## src/rtl/ttl_univ_shift_reg.sv

```systemverilog
// 74194-class universal shift register emulated in the mclk domain: sampled device clock,
// delayed data/mode inputs, filtered clear. Optional TTL_SHIFT_CLK_DEGLITCH_EN adds a 2-sample clk qualifier.
module ttl_univ_shift_reg #(
    parameter int WIDTH    = 4,
    parameter int DLY      = 2,
    parameter int CLR_FILT = 2
) (
    input  logic             mclk,
    input  logic             rst_n,
    input  logic             clk,
    input  logic             clr_n,
    input  logic [1:0]       s,
    input  logic             sr_in,
    input  logic             sl_in,
    input  logic [WIDTH-1:0] d,
    output logic [WIDTH-1:0] q,
    output logic [WIDTH-1:0] q_n
);

    localparam int BW = WIDTH + 4;
    localparam int CW = $clog2(CLR_FILT + 1);

    logic [BW-1:0]    in_bus;
    logic [BW-1:0]    dly_bus;
    logic [1:0]       s_dly;
    logic             sr_dly;
    logic             sl_dly;
    logic [WIDTH-1:0] d_dly;

    assign in_bus = {s, sr_in, sl_in, d};

    generate
        if (DLY == 0) begin : g_nodly
            assign dly_bus = in_bus;
        end else begin : g_dly
            logic [BW-1:0] pipe_reg [DLY];

            always_ff @(posedge mclk) begin
                if (!rst_n) begin
                    pipe_reg[0] <= '0;
                end else begin
                    pipe_reg[0] <= in_bus;
                end
            end

            for (genvar gi = 1; gi < DLY; gi++) begin : g_stage
                always_ff @(posedge mclk) begin
                    if (!rst_n) begin
                        pipe_reg[gi] <= '0;
                    end else begin
                        pipe_reg[gi] <= pipe_reg[gi-1];
                    end
                end
            end

            assign dly_bus = pipe_reg[DLY-1];
        end
    endgenerate

    assign s_dly  = dly_bus[BW-1 -: 2];
    assign sr_dly = dly_bus[WIDTH+1];
    assign sl_dly = dly_bus[WIDTH];
    assign d_dly  = dly_bus[WIDTH-1:0];

    // Clear filter counts the current sample too, so the clear bites on the CLR_FILT-th low sample.
    logic [CW-1:0] clr_cnt_reg;
    logic [CW-1:0] clr_cnt_next;
    logic          clr_eff;

    always_comb begin
        clr_cnt_next = '0;
        if (!clr_n) begin
            if (clr_cnt_reg >= CW'(CLR_FILT)) begin
                clr_cnt_next = clr_cnt_reg;
            end else begin
                clr_cnt_next = clr_cnt_reg + 1'b1;
            end
        end
    end

    assign clr_eff = (clr_cnt_next >= CW'(CLR_FILT));

    always_ff @(posedge mclk) begin
        if (!rst_n) begin
            clr_cnt_reg <= '0;
        end else begin
            clr_cnt_reg <= clr_cnt_next;
        end
    end

    // History resets high so a clk already high after reset is not seen as a rise.
    logic clk_prev_reg;
    logic clk_rise;

`ifdef TTL_SHIFT_CLK_DEGLITCH_EN
    logic clk_prev2_reg;

    always_ff @(posedge mclk) begin
        if (!rst_n) begin
            clk_prev_reg  <= 1'b1;
            clk_prev2_reg <= 1'b1;
        end else begin
            clk_prev_reg  <= clk;
            clk_prev2_reg <= clk_prev_reg;
        end
    end

    assign clk_rise = clk & clk_prev_reg & ~clk_prev2_reg;
`else
    always_ff @(posedge mclk) begin
        if (!rst_n) begin
            clk_prev_reg <= 1'b1;
        end else begin
            clk_prev_reg <= clk;
        end
    end

    assign clk_rise = clk & ~clk_prev_reg;
`endif

    logic [WIDTH-1:0] q_reg;
    logic [WIDTH-1:0] q_n_reg;
    logic [WIDTH-1:0] q_next;
    logic [WIDTH-1:0] shr_val;
    logic [WIDTH-1:0] shl_val;

    generate
        for (genvar gi = 0; gi < WIDTH; gi++) begin : g_bit
            if (gi == 0) begin : g_lo
                assign shr_val[gi] = sr_dly;
            end else begin : g_lo_n
                assign shr_val[gi] = q_reg[gi-1];
            end
            if (gi == WIDTH - 1) begin : g_hi
                assign shl_val[gi] = sl_dly;
            end else begin : g_hi_n
                assign shl_val[gi] = q_reg[gi+1];
            end
        end
    endgenerate

    always_comb begin
        q_next = q_reg;
        if (clr_eff) begin
            q_next = '0;
        end else if (clk_rise) begin
            case (s_dly)
                2'b01:   q_next = shr_val;
                2'b10:   q_next = shl_val;
                2'b11:   q_next = d_dly;
                default: q_next = q_reg;
            endcase
        end
    end

    always_ff @(posedge mclk) begin
        if (!rst_n) begin
            q_reg   <= '0;
            q_n_reg <= '1;
        end else begin
            q_reg   <= q_next;
            q_n_reg <= ~q_next;
        end
    end

    assign q   = q_reg;
    assign q_n = q_n_reg;

endmodule

```

## config.mk

```make
export PLATFORM = sky130hd
export DESIGN_NAME = ttl_univ_shift_reg
export DESIGN_NICKNAME = d
export VERILOG_FILES = /design/src/rtl/ttl_univ_shift_reg.sv
export SDC_FILE = /design/constraint.sdc
export NUM_CORES = 1
export LEC_CHECK = 0
export CORE_ASPECT_RATIO = 1.4
export CORE_MARGIN = 2
export CORE_UTILIZATION = 50
export DETAILED_ROUTE_END_ITERATION = 10
export PLACE_DENSITY = 0.86
export SYNTH_ARGS = -nofsm -noshare
export SYNTH_HDL_FRONTEND = slang
export SYNTH_SLANG_ARGS = --single-unit
```

## constraint.sdc

```tcl
create_clock -name mclk -period 2.7 [get_ports mclk]
set_clock_uncertainty 0.05 [all_clocks]
set_input_delay 0.54 -clock mclk [delete_from_list [all_inputs] [get_ports mclk]]
set_output_delay 0.54 -clock mclk [all_outputs]
set_load 0.005 [all_outputs]
```

# After elaboration in Yosys (flattened, before gate mapping)
# Memories as Yosys holds them, arrays and structs flattened.
# Cells that the tools add are included.
# W data, S select, Z words.
[word_totals] regBits=11 ramBits=16 inputBits=12 out_inout_bits=8 word_cells=25 memories=1
[memory_table] name="g_dly.pipe_reg" words=2 width=8 read_ports=2 rd_clocked_by_memory_dff=0 write_ports=2 line="36" source="logic [BW-1:0] pipe_reg [DLY];"
[op_classes] add_sub_neg=1 magnitude_cmp=2 eq_ne=3 muxes=9 bitwise=5
[ops] op="$mux W8" count=2
[ops] op="$pmux W4 S3" count=1
[ops] op="$mux W4" count=2
[ops] op="$eq A2 B2 Y1 const B" count=2
[ops] op="$ge A2 B2 Y1 const B" count=2
[ops] op="$mux W2" count=2
[ops] op="$not A4 Y4" count=1
[ops] op="$add A2 B1 Y2 const B" count=1
[ops] op="$eq A2 B1 Y1 const B" count=1
[ops] op="$mux W1" count=2
[ops] op="$or A1 B1 Y1" count=2
[ops] op="$and A1 B1 Y1" count=1
[ops] op="$not A1 Y1" count=1

# Logic depth before layout (Yosys ltp)
# Gate-level depths: netlist of run 1.
[logic_depth] ltp_word=6 depth_mapped=5 mapped_depth_nobuf=4

# Worst setup path after synthesis of run 1
# OpenSTA, ideal clock, no wires.
[synth_timing] kind="input -> register" startpoint="input clk" endpoint="register q_n_reg[1], in the netlist q_n[1]" setup_ps=122 t_arrival_ps=1230 required_ps=2528 setup_slack_ps=1298 cell_stages=4 path_buffers=1 cell_sequence="nor2b_1 and2_4 buf_6 a311o_1"
[synth_via] elab_chain_len=4
[synth_rtl] item="start, declared" line="10" source="input logic clk,"
[synth_rtl] item="$and A1 B1 Y1" line="118" source="assign clk_rise = clk & ~clk_prev_reg;"
[synth_rtl] item="$mux W4" line="146" source="end else if (clk_rise) begin"
[synth_rtl] item="$mux W4" line="144" source="if (clr_eff) begin"
[synth_rtl] item="$not A4 Y4" line="162" source="q_n_reg <= ~q_next;"
[synth_rtl] item="end signal, assigned" line="162"
[synth_rtl] item="end, declared" line="122" source="logic [WIDTH-1:0] q_n_reg;"
# Every way passes these cells.
# A chain may end at the register's enable or synchronous reset.

# Worst setup path after layout of run 1
[layout_timing] startpoint="register q_reg[2], in the netlist q[2]" endpoint="output q[2]"
[layout_lines] item="start, declared" line="121" source="logic [WIDTH-1:0] q_reg;"
[layout_lines] item="start signal, assigned" line="161" source="q_reg <= q_next;"
[layout_lines] item="end, declared" line="16" source="output logic [WIDTH-1:0] q,"
# No word-level cell between the ends.

==> results.md, run 1 <==
- Clock-pin slew on the worst setup and hold paths: between 0.1 and 0.15 ns
- Least-Margin Pin Slew: 0.568 ns
- First-pass GRT wire length: 2310 um
- Status: finished clean
- Vias in the first global route: 571
- Kind of cell adding the most delay to the critical path: buffers and inverters
- Final setup viols: 0
- H-tree depth: 1
- Die W: 40.5 um
- Synth Area in Compound Gates: 10.7%
- Initial Utilization: 53.1%
- Synth Area in Simple Gates: 20.4%
- Remaining Overflow, GRT: 0
- Mapped Area: about 930 um2
- Worst VDD drop: 405 uV
- CTS Buf Count: 3
- Worst Path Required: approximately 2.1 ns
- Mux contribution to synthesized area: 4.83%
- Deepest clock path buffer count: 2
- Routed wire length: around 1300 um
- ANT nets after route: 0
- GR Util All Layers: between 10% and 20%
- Setup_tns: 0 ns
- Met2 global-route usage: 25.9%
- Yosys cell types: 19
- Ports: 20
- Syn_area_per_cell: 11.4 um2
- Post-route insts no fill: approximately 120
- DPL Wire Length: 1030 um
- CP Launch Type: flop
- Yosys Warn Count: 0
- Main combinational cell family by area after synthesis: simple AND/OR/NAND/NOR gates
- Placed cell count: 117
- Nets@finish: 115
- Part of the cycle the worst path needs: 68.0%
- Worst slew margin: about three fifths
- Clock latency on the worst-skew pair: 0.31 ns
- Post-synth top area share: 57.9%
- Most crowded layer after global routing: met2
- Post-CTS Setup Inserts: 0
- Worst path cell trace: clkdlybuf4s50_1
- Post-DR wirelength/cell: 11.1 um
- Synth Register Bits: 27
- IO buf count: 19
- Largest cells by area after synthesis: dfxtp_1 58%, and2_1 11%, mux2_2 4.8%
- # hold bufs at CTS: 0
- Switching Power: roughly 0.00013 W
- Vias after detailed routing: between 600 and 700
- Largest area contributor in the netlist: dfxtp_1
- P&R area growth vs syn: 22.7%
- Placed Area: 0.00112 mm2
- Post-synthesis adder-cell area fraction: 1.34%
- Vias/cell: 5.12
- Hold Vio Cnt, Final: 0
- Num rows: 18
- Drt first pass iters: 4
- Switching share of power: 20.5%
- Initial DRC count: 7
- Commonest cells after routing, fill and taps aside: 27 x dfxtp_1, 19 x clkdlybuf4s50_1, 16 x and2_1
- Crit path max fanout: 4
- Post-synthesis sequential area ratio: 57.9%
- Cell area power density: 555 mW/mm2
- Final Cell Area: ~0.0011 mm2
- Pleak: 0.418 nW
- Largest net degree at the start of global routing: 20
- Fmax: 545 MHz
- Core box area: 0.00176 mm2
- Max Slew Vio Count: 0
- Root Buffer: clkbuf_4
- Met1 GRT Util: 18.2%
- Share of layout cells above drive strength 1: 9.90%
- Comb power frac: 7.9%
- # resized after CTS: 0
- DRC viols: 0
- Inserted Diodes: 0
- Slowest-stage cell, CP: clkdlybuf4s50_1
- Worst Path Arrival: between 1 and 1.5 ns
- Seq pwr share: 66.2%
- Syn nets: 95
- Clock power share: 25.9%
- CTS Sinks: 27
- Die H: 55.1 um
- Tightest Hold Check Type: reg -> reg
- Max-cap violations: 0
- Type of destination of the critical path: primary output
- Critical path type: reg -> out
- Max FFs per register: 16
- XOR/XNOR share of the synthesized area: 0%
- WP buf/inv: 1
- Critical path's largest stage delay: 0.52 ns
- Initial antenna violation count: 0
- Internal Pwr Total: 0.000505 W
- GPL Wtd Cong: 0.726
- Cells after Synth: 82
- Commonest non-fill, non-tap cell in the layout: dfxtp_1
- CTS tree: yes
- Global Route met3 Usage: 2.40%
- Final Critical Period: 1.83 ns
- DIE AREA: between 0.002 and 0.0025 mm2
- RSZ-0062 raised after global routing: false
[Yosys cell counts]
master,instances
and2_1,16
dfxtp_1,27
and2_4,1
a311o_1,4
buf_6,2
buf_4,1
ha_1,1
nor2b_1,1
nand3b_1,4
a311oi_1,4
nor3b_1,2
a21oi_1,4
nand2b_1,1
nand2_1,4
clkbuf_1,2
o21ai_1,1
inv_1,2
mux2_2,4
or2_4,1
[routing by layer]
layer | wire [um] | vias to the layer above | share of wire [%]
met4 | 19 | 0 | 1.4
met3 | 48 | 2 | 3.6
met1 | 565 | 281 | 42
met5 | 0 | - | 0
li1 | - | 321 | -
met2 | 714 | 15 | 53
[path summary, 6_finish.rpt]
path,start,end,slack [ns],cells past startpoint
setup / recovery,q[2],q[2],0.87,1
hold reg to reg,g_dly.pipe_reg[0][5],g_dly.pipe_reg[1][5],0.40,1
hold / removal,g_dly.pipe_reg[0][5],g_dly.pipe_reg[1][5],0.40,1
setup reg to reg,g_dly.pipe_reg[1][6],q_n[1],1.34,3
[worst register-to-register path: stages (launching register included)]
cell and delay (ns):
dfxtp_1 0.41, or2_4 0.31, and2_4 0.19, a311o_1 0.30
[kinds of logic after synthesis]
| group | Yosys count |
|---|---|
| AOI/OAI and AO/OA | 13 |
| and+or+nand+nor | 30 |
| muxes | 4 |
| adders and majority gates | 1 |
| buffers and inverters | 7 |
| DFF | 27 |
[per-stage QoR]
stage / power [W] / hold slack [ns] / worst slack, ns / utilization [%]
after detailed placement: 0.000480 / 0.369 / 0.736 / 63.7
after global placement: 0.000477 / 0.365 / 0.781 / 63.7
after CTS: 0.000638 / 0.399 / 0.849 / 65.2
after floorplan: 0.000456 / 0.362 / 1.30 / -
final: 0.000635 / 0.398 / 0.865 / 65.2
after global routing: 0.000664 / 0.420 / 0.799 / 65.2
[cell type report]
type	count	area, um2
Timing Repair Buffer	20	198
Multi-Input combinational cell	48	348
Sequential cell	27	541
Tap cell	20	25.0
Fill cell	151	612
Clock buffer	4	26.3
Inverter	2	7.51
[power by group through the flow]
stage / registers [W] / clock network, W / logic (W)
finish: 0.000421 / 0.000164 / 0.0000502
global route: 0.000423 / 0.000184 / 0.0000569
CTS: 0.000421 / 0.000167 / 0.0000507
detailed placement: 0.000430 / 0 / 0.0000506
global placement: 0.000429 / 0 / 0.0000485
floorplan: 0.000426 / 0 / 0.0000293
(Power assumes the default switching activity.)
==> run 2: changes to the inputs <==
--- a/config.mk
+++ b/config.mk
@@ -7,9 +7,9 @@
 export LEC_CHECK = 0
 export CORE_ASPECT_RATIO = 1.4
 export CORE_MARGIN = 2
-export CORE_UTILIZATION = 50
+export CORE_UTILIZATION = 47
 export DETAILED_ROUTE_END_ITERATION = 10
-export PLACE_DENSITY = 0.86
+export PLACE_DENSITY = 0.82
 export SYNTH_ARGS = -nofsm -noshare
 export SYNTH_HDL_FRONTEND = slang
 export SYNTH_SLANG_ARGS = --single-unit
==> constraint.sdc (replaced) <==
create_clock -name mclk -period 1.8 [get_ports mclk]
set_clock_uncertainty 0.05 [all_clocks]
set_input_delay 0.36 -clock mclk [delete_from_list [all_inputs] [get_ports mclk]]
set_output_delay 0.36 -clock mclk [all_outputs]
set_load 0.005 [all_outputs]
==> run 2 against run 1 <==
First-iteration DRC count decreased by 29%. Wire length up 0.89%. Global-route usage shrank 2.8 points. Critical path type unchanged. Largest cell class unchanged.
==> results.md, run 2 (same netlist as run 1, synthesis figures left out) <==
- Post-route insts no fill: 122 (+0.83%)
- DPL Wire Length: 1040 um (+1.7%)
- Vias in the first global route: 611 (+7.0%)
- Clock power share: 25.8% (about the same)
- Remaining Overflow, GRT: 0 (unchanged)
- Num rows: 19 (+1)
- Max-cap violations: 0 (unchanged)
- Min-Delay Path Depth: 1 (unchanged)
- Drt first pass iters: 3 (-1)
- # resized after CTS: 0 (unchanged)
- Least-Margin Pin Slew: 0.569 ns (+0.00163 ns)
- IO buf count: 19 (unchanged)
- Nets@finish: 115 (unchanged)
- Initial Utilization: 48.5% (-4.7 points)
- Die H: 56.7 um (+2.9%)
- Max Slew Vio Count: 0 (unchanged)
- DRC viols: 0 (unchanged)
- Hold Vio Cnt, Final: 0 (unchanged)
- Share of layout cells above drive strength 1: 10.9% (+0.99 points)
- Cell area power density: 829 mW/mm2 (+50%)
- CP Launch Type: flop
- Worst path cell trace: clkdlybuf4s50_1
- ANT nets after route: 0 (unchanged)
- Worst Path Required: 1.39 ns (-0.72 ns)
- RSZ-0062 raised after global routing: false
- Type of destination of the critical path: primary output
- Vias/cell: 5.05 (-1.3%)
- Post-DR wirelength/cell: 11.1 um (about the same)
- Routed wire length: 1360 um (+0.89%)
- Setup_tns: 0 ns (unchanged)
- CTS Sinks: 27 (unchanged)
- Worst Reg-to-Reg Cells: 3 (unchanged)
- H-tree depth: 1 (unchanged)
- Crit path depth: 1 (unchanged)
- CTS tree: yes
- Internal Pwr Total: 0.000753 W (+49%)
- Switching Power: 0.000198 W (+52%)
- GR Util All Layers: 12.9% (-2.8 points)
- Critical path's largest stage delay: 0.52 ns (about the same)
- Post-CTS Setup Inserts: 0 (unchanged)
- CTS Buf Count: 3 (unchanged)
- Inserted Diodes: 0 (unchanged)
- Crit path max fanout: 4 (unchanged)
- GPL Wtd Cong: 0.734 (+1.2%)
- Pleak: 0.421 nW (+0.65%)
- # hold bufs at CTS: 0 (unchanged)
- WP buf/inv: 1 (unchanged)
- Placed Area: 0.00112 mm2 (+0.11%)
- Fmax: a little over 600 MHz
- Final Critical Period: 1.64 ns
- Largest net degree at the start of global routing: 20 (unchanged)
- Ports: 20 (unchanged)
- Status: finished clean
- Switching share of power: 20.8% (+0.29 points)
- Initial antenna violation count: 0 (unchanged)
- Post-layout util: 59.6% (-5.6 points)
- First-pass GRT wire length: 2380 um (+3.0%)
- P&R area growth vs syn: 22.9%
- Critical path type: reg -> out
- Die W: 41.7 um (+2.8%)
- Kind of cell adding the most delay to the critical path: buffers and inverters
- Worst Path Arrival: 1.23 ns (about the same)
- Final setup viols: 0 (unchanged)
- Commonest cells after routing, fill and taps aside: 27 x dfxtp_1, 19 x clkdlybuf4s50_1, 16 x and2_1
- Vias after detailed routing: 616 (-0.48%)
- Max FFs per register: 16 (unchanged)
- DIE AREA: 0.00236 mm2 (+5.8%)
- Commonest non-fill, non-tap cell in the layout: dfxtp_1
- Root Buffer: clkbuf_4
- Clock latency on the worst-skew pair: 0.31 ns (about the same)
- Tightest Hold Check Type: reg -> reg
- Part of the cycle the worst path needs: 91.3%
- Worst slew margin: 61.8% (-0.11 points)
- Initial DRC count: 5 (-2)
- Seq pwr share: 66.3% (about the same)
- Worst VDD drop: 568 uV (+40%)
- Core box area: 0.00193 mm2 (+9.6%)
- Clock-pin slew on the worst setup and hold paths: 0.13 ns (about the same)
- Deepest clock path buffer count: 2 (unchanged)
- Comb power frac: 7.9% (about the same)
- Placed cell count: 118 (+0.85%)
- Slowest-stage cell, CP: clkdlybuf4s50_1
- Final Cell Area: 0.00115 mm2 (+0.22%)
-- run 2: cell count changes in the layout (fill, tap and decap cells not counted) --
| cell | delta |
|---|---|
| clkinv_2 | +1 |
| clkbuf_1 | -1 |
-- run 2: power by group through the flow --
stage	sequential (W)	clock, W	combinational [W]
finish	0.000631	0.000246	0.0000750
global route	0.000634	0.000282	0.0000845
CTS	0.000631	0.000255	0.0000758
detailed placement	0.000645	0	0.0000755
global placement	0.000643	0	0.0000729
floorplan	0.000640	0	0.0000440
-- run 2: worst paths after layout --
kind	endpoint	slack, ns	startpoint
worst max-delay path	q[2]	0.16	q[2]
worst min-delay path	g_dly.pipe_reg[1][5]	0.40	g_dly.pipe_reg[0][5]
worst max register to register	q_n[1]	0.44	g_dly.pipe_reg[1][6]
worst min register to register	g_dly.pipe_reg[1][5]	0.40	g_dly.pipe_reg[0][5]
-- run 2: final cells by class --
type                    instances  area (um2)
clock buffers                   3        22.5
clock inverters                 1        5.00
fillers                       167         778
inverters                       2        7.51
multi-input cells              48         348
flip-flops and latches         27         541
well taps                      21        26.3
repair buffers                 20         198
-- run 2: metal layers --
layer | share of wire (%) | wire length (um) | vias to the layer above | track usage [%]
li1 | - | - | 318 | -
met1 | 42 | 576 | 283 | 14.9
met2 | 53 | 725 | 13 | 22.1
met3 | 3.2 | 44 | 2 | 1.93
met4 | 0.96 | 13 | 0 | 7.37
met5 | 0 | 0 | - | 0
-- run 2: through the flow --
step | hold slack [ns] | setup slack [ns] | total power, W
2_1_floorplan | 0.362 | 0.408 | 0.000684
3_5_place_dp | 0.370 | 0.0284 | 0.000720
6_report | 0.400 | 0.157 | 0.000952
4_1_cts | 0.401 | 0.140 | 0.000962
3_3_place_gp | 0.364 | 0.0526 | 0.000716
5_1_grt | 0.421 | 0.0930 | 0.00100
